`src/rtl/shift_add_mul.sv`:
```
// Sequential unsigned shift-and-add multiplier: WIDTH iterations through a shared
// combinational adder, start/busy/done handshake, registered 2*WIDTH-bit product.

module comb_adder #(
  parameter int unsigned WIDTH = 20
) (
  input  logic [WIDTH-1:0] a,
  input  logic [WIDTH-1:0] b,
  output logic [WIDTH-1:0] o
);

  assign o = a + b;

endmodule

module shift_add_mul #(
  parameter int unsigned WIDTH = 20
) (
  input  logic             clk,
  input  logic             rst_n,
  input  logic             start,
  input  logic [WIDTH-1:0] a,
  input  logic [WIDTH-1:0] b,
  output logic             busy,
  output logic             done,
  output logic [WIDTH-1:0] prod_lo,
  output logic [WIDTH-1:0] prod_hi
);

  localparam int unsigned CNT_W = $clog2(WIDTH + 1);
  localparam logic [CNT_W-1:0] LAST_ITER = CNT_W'(WIDTH - 1);
  localparam logic [CNT_W-1:0] CNT_ONE   = CNT_W'(1);

  typedef enum logic [1:0] {
    ST_IDLE = 2'd0,
    ST_RUN  = 2'd1,
    ST_FIN  = 2'd2
  } state_e;

  state_e           state_q, state_d;
  logic [CNT_W-1:0] cnt_q, cnt_d;
  logic [WIDTH-1:0] mcand_q, mcand_d;
  logic [WIDTH-1:0] acc_hi_q, acc_hi_d;
  logic [WIDTH-1:0] acc_lo_q, acc_lo_d;
  logic [WIDTH-1:0] prod_hi_q, prod_hi_d;
  logic [WIDTH-1:0] prod_lo_q, prod_lo_d;
  logic             busy_q, busy_d;
  logic             done_q, done_d;

  logic [WIDTH-1:0] adder_o;
  logic [WIDTH-1:0] part_sum;
  logic             part_carry;

  comb_adder #(
    .WIDTH (WIDTH)
  ) u_adder (
    .a (acc_hi_q),
    .b (mcand_q),
    .o (adder_o)
  );

  // The adder has no carry-out; an unsigned wrap shows up as a result below mcand.
  assign part_sum   = acc_lo_q[0] ? adder_o : acc_hi_q;
  assign part_carry = acc_lo_q[0] && (adder_o < mcand_q);

  always_comb begin
    state_d   = state_q;
    cnt_d     = cnt_q;
    mcand_d   = mcand_q;
    acc_hi_d  = acc_hi_q;
    acc_lo_d  = acc_lo_q;
    prod_hi_d = prod_hi_q;
    prod_lo_d = prod_lo_q;
    busy_d    = busy_q;
    done_d    = 1'b0;

    case (state_q)
      ST_IDLE: begin
        if (start) begin
          mcand_d  = a;
          acc_lo_d = b;
          acc_hi_d = '0;
          cnt_d    = '0;
          busy_d   = 1'b1;
          state_d  = ST_RUN;
        end
      end

      ST_RUN: begin
        acc_hi_d = {part_carry, part_sum[WIDTH-1:1]};
        acc_lo_d = {part_sum[0], acc_lo_q[WIDTH-1:1]};
        cnt_d    = cnt_q + CNT_ONE;
        if (cnt_q == LAST_ITER) begin
          state_d = ST_FIN;
        end
      end

      ST_FIN: begin
        prod_hi_d = acc_hi_q;
        prod_lo_d = acc_lo_q;
        done_d    = 1'b1;
        busy_d    = 1'b0;
        state_d   = ST_IDLE;
      end

      default: begin
        busy_d  = 1'b0;
        state_d = ST_IDLE;
      end
    endcase
  end

  always_ff @(posedge clk or negedge rst_n) begin
    if (!rst_n) begin
      state_q   <= ST_IDLE;
      cnt_q     <= '0;
      mcand_q   <= '0;
      acc_hi_q  <= '0;
      acc_lo_q  <= '0;
      prod_hi_q <= '0;
      prod_lo_q <= '0;
      busy_q    <= 1'b0;
      done_q    <= 1'b0;
    end else begin
      state_q   <= state_d;
      cnt_q     <= cnt_d;
      mcand_q   <= mcand_d;
      acc_hi_q  <= acc_hi_d;
      acc_lo_q  <= acc_lo_d;
      prod_hi_q <= prod_hi_d;
      prod_lo_q <= prod_lo_d;
      busy_q    <= busy_d;
      done_q    <= done_d;
    end
  end

  assign busy    = busy_q;
  assign done    = done_q;
  assign prod_hi = prod_hi_q;
  assign prod_lo = prod_lo_q;

endmodule

```
`config.mk`:
```
export PLATFORM = sky130hd
export DESIGN_NAME = shift_add_mul
export DESIGN_NICKNAME = d
export VERILOG_FILES = /design/src/rtl/shift_add_mul.sv
export SDC_FILE = /design/constraint.sdc
export NUM_CORES = 1
export LEC_CHECK = 0
export CELL_PAD_IN_SITES_DETAIL_PLACEMENT = 0
export CELL_PAD_IN_SITES_GLOBAL_PLACEMENT = 1
export CORE_MARGIN = 3
export CORE_UTILIZATION = 43
export CTS_CLUSTER_DIAMETER = 120
export DETAILED_ROUTE_END_ITERATION = 10
export PLACE_DENSITY_LB_ADDON = 0.1
export SLEW_MARGIN = 30
export SYNTH_ARGS = -nofsm -noshare
export SYNTH_HDL_FRONTEND = slang
export SYNTH_SLANG_ARGS = --single-unit
```
`constraint.sdc`:
```
create_clock -name clk -period 3.4 [get_ports clk]
set_input_delay 0.68 -clock clk [delete_from_list [all_inputs] [get_ports clk]]
set_output_delay 0.68 -clock clk [all_outputs]
set_load 0.01 [all_outputs]
```
# After elaboration in Yosys (flattened, before gate mapping)
# Index checks and enable logic that the tools add are counted.
# Widths: inputs -> output; s select.
dict set report classes {
  addsub 2
  order_cmp 1
  n_eq_ne 5
  mux 13
  n_bitwise 1
  reduce_logical 7
}
# cell count
set ops {}
lappend ops {{$pmux 20 s2} 2}
lappend ops {{$mux 20} 3}
lappend ops {{$add 20x20->20} 1}
lappend ops {{$lt 20x20->1} 1}
lappend ops {{$pmux 5 s2} 1}
lappend ops {{$reduce_and 2->1} 4}
lappend ops {{$add 5x1->5 const B} 1}
lappend ops {{$eq 5x5->1 const B} 1}
lappend ops {{$mux 5} 1}
lappend ops {{$mux 2} 2}
lappend ops {{$ne 2x2->1 const B} 2}
lappend ops {{$pmux 2 s2} 1}
lappend ops {{$eq 2x1->1 const B} 1}
lappend ops {{$eq 2x2->1 const B} 1}
lappend ops {{$logic_not 2->1} 1}
lappend ops {{$mux 1} 2}
lappend ops {{$pmux 1 s2} 1}
lappend ops {{$reduce_bool 2->1} 1}
lappend ops {{$logic_and 1x1->1} 1}
lappend ops {{$not 1->1} 1}
dict set report word_totals {
  regBits 109
  inputBits 43
  output_inout_bits 42
  elab_cells 38
}

# Depth between registers and ports, before layout
dict set report depth {
  ltp_word 4
  depth_mapped 15
  ltp_nobuf 15
}

# By module
# Synthesis repeated with hierarchy kept, for this count alone.
dict set report hier_totals {
  hier_cells 568
  hier_area_um2 5849.4
}
# mod n_inst cells_per_inst area_per_inst_um2 seq_area_each_um2
set modules_own_cells {}
lappend modules_own_cells {shift_add_mul 1 436 4848.4 2727.6}
lappend modules_own_cells {comb_adder 1 132 1001.0 0.0}

# Worst setup path after synthesis
# Ideal clock, no wire load.
dict set report synth_timing {
  kind {register to register}
  from {register acc_hi_q[0]}
  to {register acc_hi_q[19]}
  setup_ns 0.083
  t_arrival_ns 2.985
  required_ns 3.317
  path_slack_ns 0.332
  stages_incl_launch_ff 15
  n_path_buf 0
  period_less_slack_ns 3.068
  cell_sequence {dfrtp_1 ha_1 fa_1 a21o_1 a221oi_2 o22ai_1 a211o_1 xor2_1 ha_1 a21o_1 a21oi_1 nand2_1 nand2_1 a31oi_1 o21ai_0}
}
dict set report synth_between {
  elab_chain_len 4
}
# element line
set synth_rtl {}
lappend synth_rtl {{start: declaration} 43} ;# logic [WIDTH-1:0] acc_hi_q, acc_hi_d;
lappend synth_rtl {{start signal: assignment} 128} ;# acc_hi_q <= acc_hi_d;
lappend synth_rtl {{$add 20x20->20} 12} ;# assign o = a + b;
lappend synth_rtl {{$lt 20x20->1} 64} ;# assign part_carry = acc_lo_q[0] && (adder_o < mcand_q);
lappend synth_rtl {{$logic_and 1x1->1} 64}
lappend synth_rtl {{$pmux 20 s2} 77} ;# case (state_q)
# No other way between the ends.
# A chain may end at the register's enable or synchronous reset.

# Worst setup path after layout
# Ends and elaborated chain as after synthesis.

==> impl_metrics.env <==
export IMPL_synth_edf_count=0
export IMPL_ant_nets=0
export IMPL_skew_ps=13.30
export IMPL_netlist_instances=583
export IMPL_fin_area_sq_um=7312
export IMPL_synth_seq_cells=109
export IMPL_place_inst=826
export IMPL_timing_setup_tns_ps=0
export IMPL_vias=4655
export IMPL_io_buffer_count=84
export IMPL_avgSynthCellArea_sq_um=10.17
export IMPL_fin_nets=743
export IMPL_place_area_sq_um=6994
export IMPL_grtUsageTotal=0.1966
export IMPL_dp_hpwl_mm=10.18
export IMPL_clkSinkCount=109
export IMPL_htreeDepth=3
export IMPL_worst_setup_path_start_kind="flop"
export IMPL_antenna_found_initial=0
export IMPL_die_area_sq_um=15230
export IMPL_hp_class="primary input to async pin"
export IMPL_postCtsHoldBufs=0
export IMPL_drc=0
export IMPL_fillers=1240
export IMPL_clock_latency_ps=360
export IMPL_worstPathRequired_ps=3670
export IMPL_synth_top_cell_area_share=0.4601
export IMPL_wl_mm=14.21
export IMPL_syn_area_sq_um=5928
export IMPL_gp_congestion=0.8436
export IMPL_coreArea_sq_um=13350
export IMPL_drv_slew=0
export IMPL_first_global_vias=4700
export IMPL_avgViaCountPerCell=5.535
export IMPL_antenna_cells=0
export IMPL_ioPinCount=85
export IMPL_status="finished, final reports clean"
export IMPL_max_freq_mhz=313.9
export IMPL_synth_top_area_cell="dfrtp_1"
export IMPL_wl_per_cell_microns=16.89
export IMPL_cp_arrival_ps=3460
export IMPL_cts_resized_gates=0
export IMPL_cts_buffers_inserted=9
export IMPL_grt_pass1_wl_mm=23.62
export IMPL_synth_cell_types=51
export IMPL_area_growth_pct=23.34
export IMPL_die_x_microns=123.4
export IMPL_period_needed_ps=3185
export IMPL_worst_slew_pin_slew_ps=558.3
export IMPL_initial_core_util=0.4441
export IMPL_synth_nets=665
export IMPL_rows=42
export IMPL_yosysWarnings=0
export IMPL_grt_max_degree=69
export IMPL_final_hold_viol_count=0
export IMPL_end_kind="flop"
export IMPL_tritoncts="yes"
export IMPL_finalSetupViolCount=0
export IMPL_synth_main_ff_cell="dfrtp_1"
export IMPL_timing_slew_headroom=0.6278
export IMPL_overflow=0
export IMPL_firstDrtPassIters=4
export IMPL_ys_seq_area_frac=0.4601
export IMPL_fp_dieH_microns=123.4
export IMPL_postCtsSetupBuffers=0
export IMPL_crit_type="flop to flop"
export IMPL_path_max_fanout=5
export IMPL_period_share=0.9369
export IMPL_cts_buffer_depth=2
export IMPL_power_density_nw_per_um2=1036
export IMPL_cts_root_buffer="clkbuf_16"
export IMPL_layout_cells_non_filler=841
export IMPL_drt_iter0_drc=206
export IMPL_layout_drive_gt1_share=0.1278
export IMPL_synth_area_leaders="dfrtp_1 46%, ha_1 8.0%, mux2_2 7.4%"
export IMPL_postSynth_asyncResetShare=1.000
export IMPL_power_leakage_uw=0.003210
export IMPL_drv_cap=0
export IMPL_irDropWorstVdd_uv=508.7
export IMPL_clk_pin_slew_worst_paths_ps=70
sequential cells by signal, summed over array words and instances, names as in the netlist:
signal / flops
acc_hi_q: 20
done: 1
state_q: 2
prod_lo: 20
prod_hi: 20
mcand_q: 20
acc_lo_q: 20
cnt_q: 5
busy: 1
power by group:
part	internal [uW]	total (uW)	switching, uW
Sequential	1900	2340	444
Clock	594	1080	483
Combinational	2000	4150	2150
Total	4500	7570	3080
final timing paths:
kind | start | depth (start not counted) | slack (ps) | to
worst max-delay path | acc_hi_q[0] | 15 | 210 | acc_hi_q[19]
worst min-delay path | rst_n | 1 | 310 | prod_lo[5]
worst max register to register | acc_hi_q[0] | 15 | 210 | acc_hi_q[19]
worst min register to register | prod_lo[0] | 2 | 490 | prod_lo[0]
max in group asynchronous | rst_n | 2 | 2330 | acc_hi_q[19]
min in group clk | prod_lo[0] | 2 | 490 | prod_lo[0]
cell families (layout without fill, tap and decap cells):
kind of cell    after synthesis  after routing  synth area share
compound gates              175            175            0.1868
simple gates                137            137            0.1146
flops                       109            109            0.4601
buf+inv                      55            137           0.03567
mux                          50             50           0.09266
fa+ha+maj                    39             39           0.08358
xor+xnor                     18             18           0.02659
worst max-delay path: stages, from the launching register on:
cell	delay, ps
dfrtp_1	410
ha_1	220
fa_2	360
a21o_1	200
a221oi_2	210
buf_4	180
o22ai_1	90
a211o_1	310
xor2_2	160
ha_1	310
a21o_1	170
a21oi_2	140
nand2_1	60
nand2_1	60
a31oi_1	40
o21ai_0	160
final cells by class:
type,count,area (sq um),share of cell area
multi-input cells,419,3017,0.4126
flip-flops and latches,109,2728,0.3730
repair buffers,99,963.4,0.1318
clock buffers,11,242.7,0.03320
well taps,176,220.2,0.03012
inverters,23,86.33,0.01181
clock inverters,4,55.05,0.007529
per-layer routing:
layer | share of wire | GRT usage | vias to the layer above
li1 | - | - | 2255
met1 | 0.46 | 0.2646 | 2290
met2 | 0.48 | 0.3259 | 93
met3 | 0.038 | 0.02745 | 17
met4 | 0.017 | 0.06782 | 0
met5 | 0 | 0 | -
synthesized netlist by cell type (3+ instances only):
master	count
nor2b_1	25
buf_2	4
nand2b_1	5
nand4_1	8
a22oi_1	19
nand2_1	60
ha_1	38
mux2_2	39
xor2_1	6
nor2_1	9
mux2i_1	11
inv_1	23
a21oi_1	39
a21o_1	13
a32oi_1	6
and2_1	4
nand3_1	10
clkbuf_1	26
and3_1	6
dfrtp_1	109
xnor2_1	12
o21ai_0	60
o21ai_1	11
a31oi_1	3
metrics by stage:
stage               setup slack [ps]  utilization  total power, uW  hold slack [ps]
floorplan                      331.9            -             5037            384.4
global placement               212.5       0.5240             6352            470.4
detailed placement             164.6       0.5240             6442            472.6
CTS                            125.2       0.5463             7566            328.5
global route                  -31.06       0.5478             8263            348.5
finish                         214.7       0.5478             7573            311.0
placed cells by master, fill, tap and decap left out, types with 10 or more instances in the layout:
| master | netlist | final |
|---|---|---|
| a21o_1 | 13 | 13 |
| a21oi_1 | 39 | 38 |
| a22oi_1 | 19 | 19 |
| buf_4 | 0 | 15 |
| clkdlybuf4s50_1 | 0 | 83 |
| dfrtp_1 | 109 | 109 |
| ha_1 | 38 | 38 |
| inv_1 | 23 | 23 |
| mux2_2 | 39 | 39 |
| mux2i_1 | 11 | 11 |
| nand2_1 | 60 | 60 |
| nand3_1 | 10 | 10 |
| nor2b_1 | 25 | 23 |
| o21ai_0 | 60 | 60 |
| o21ai_1 | 11 | 11 |
| xnor2_1 | 12 | 12 |
(Power assumes the default switching activity.)
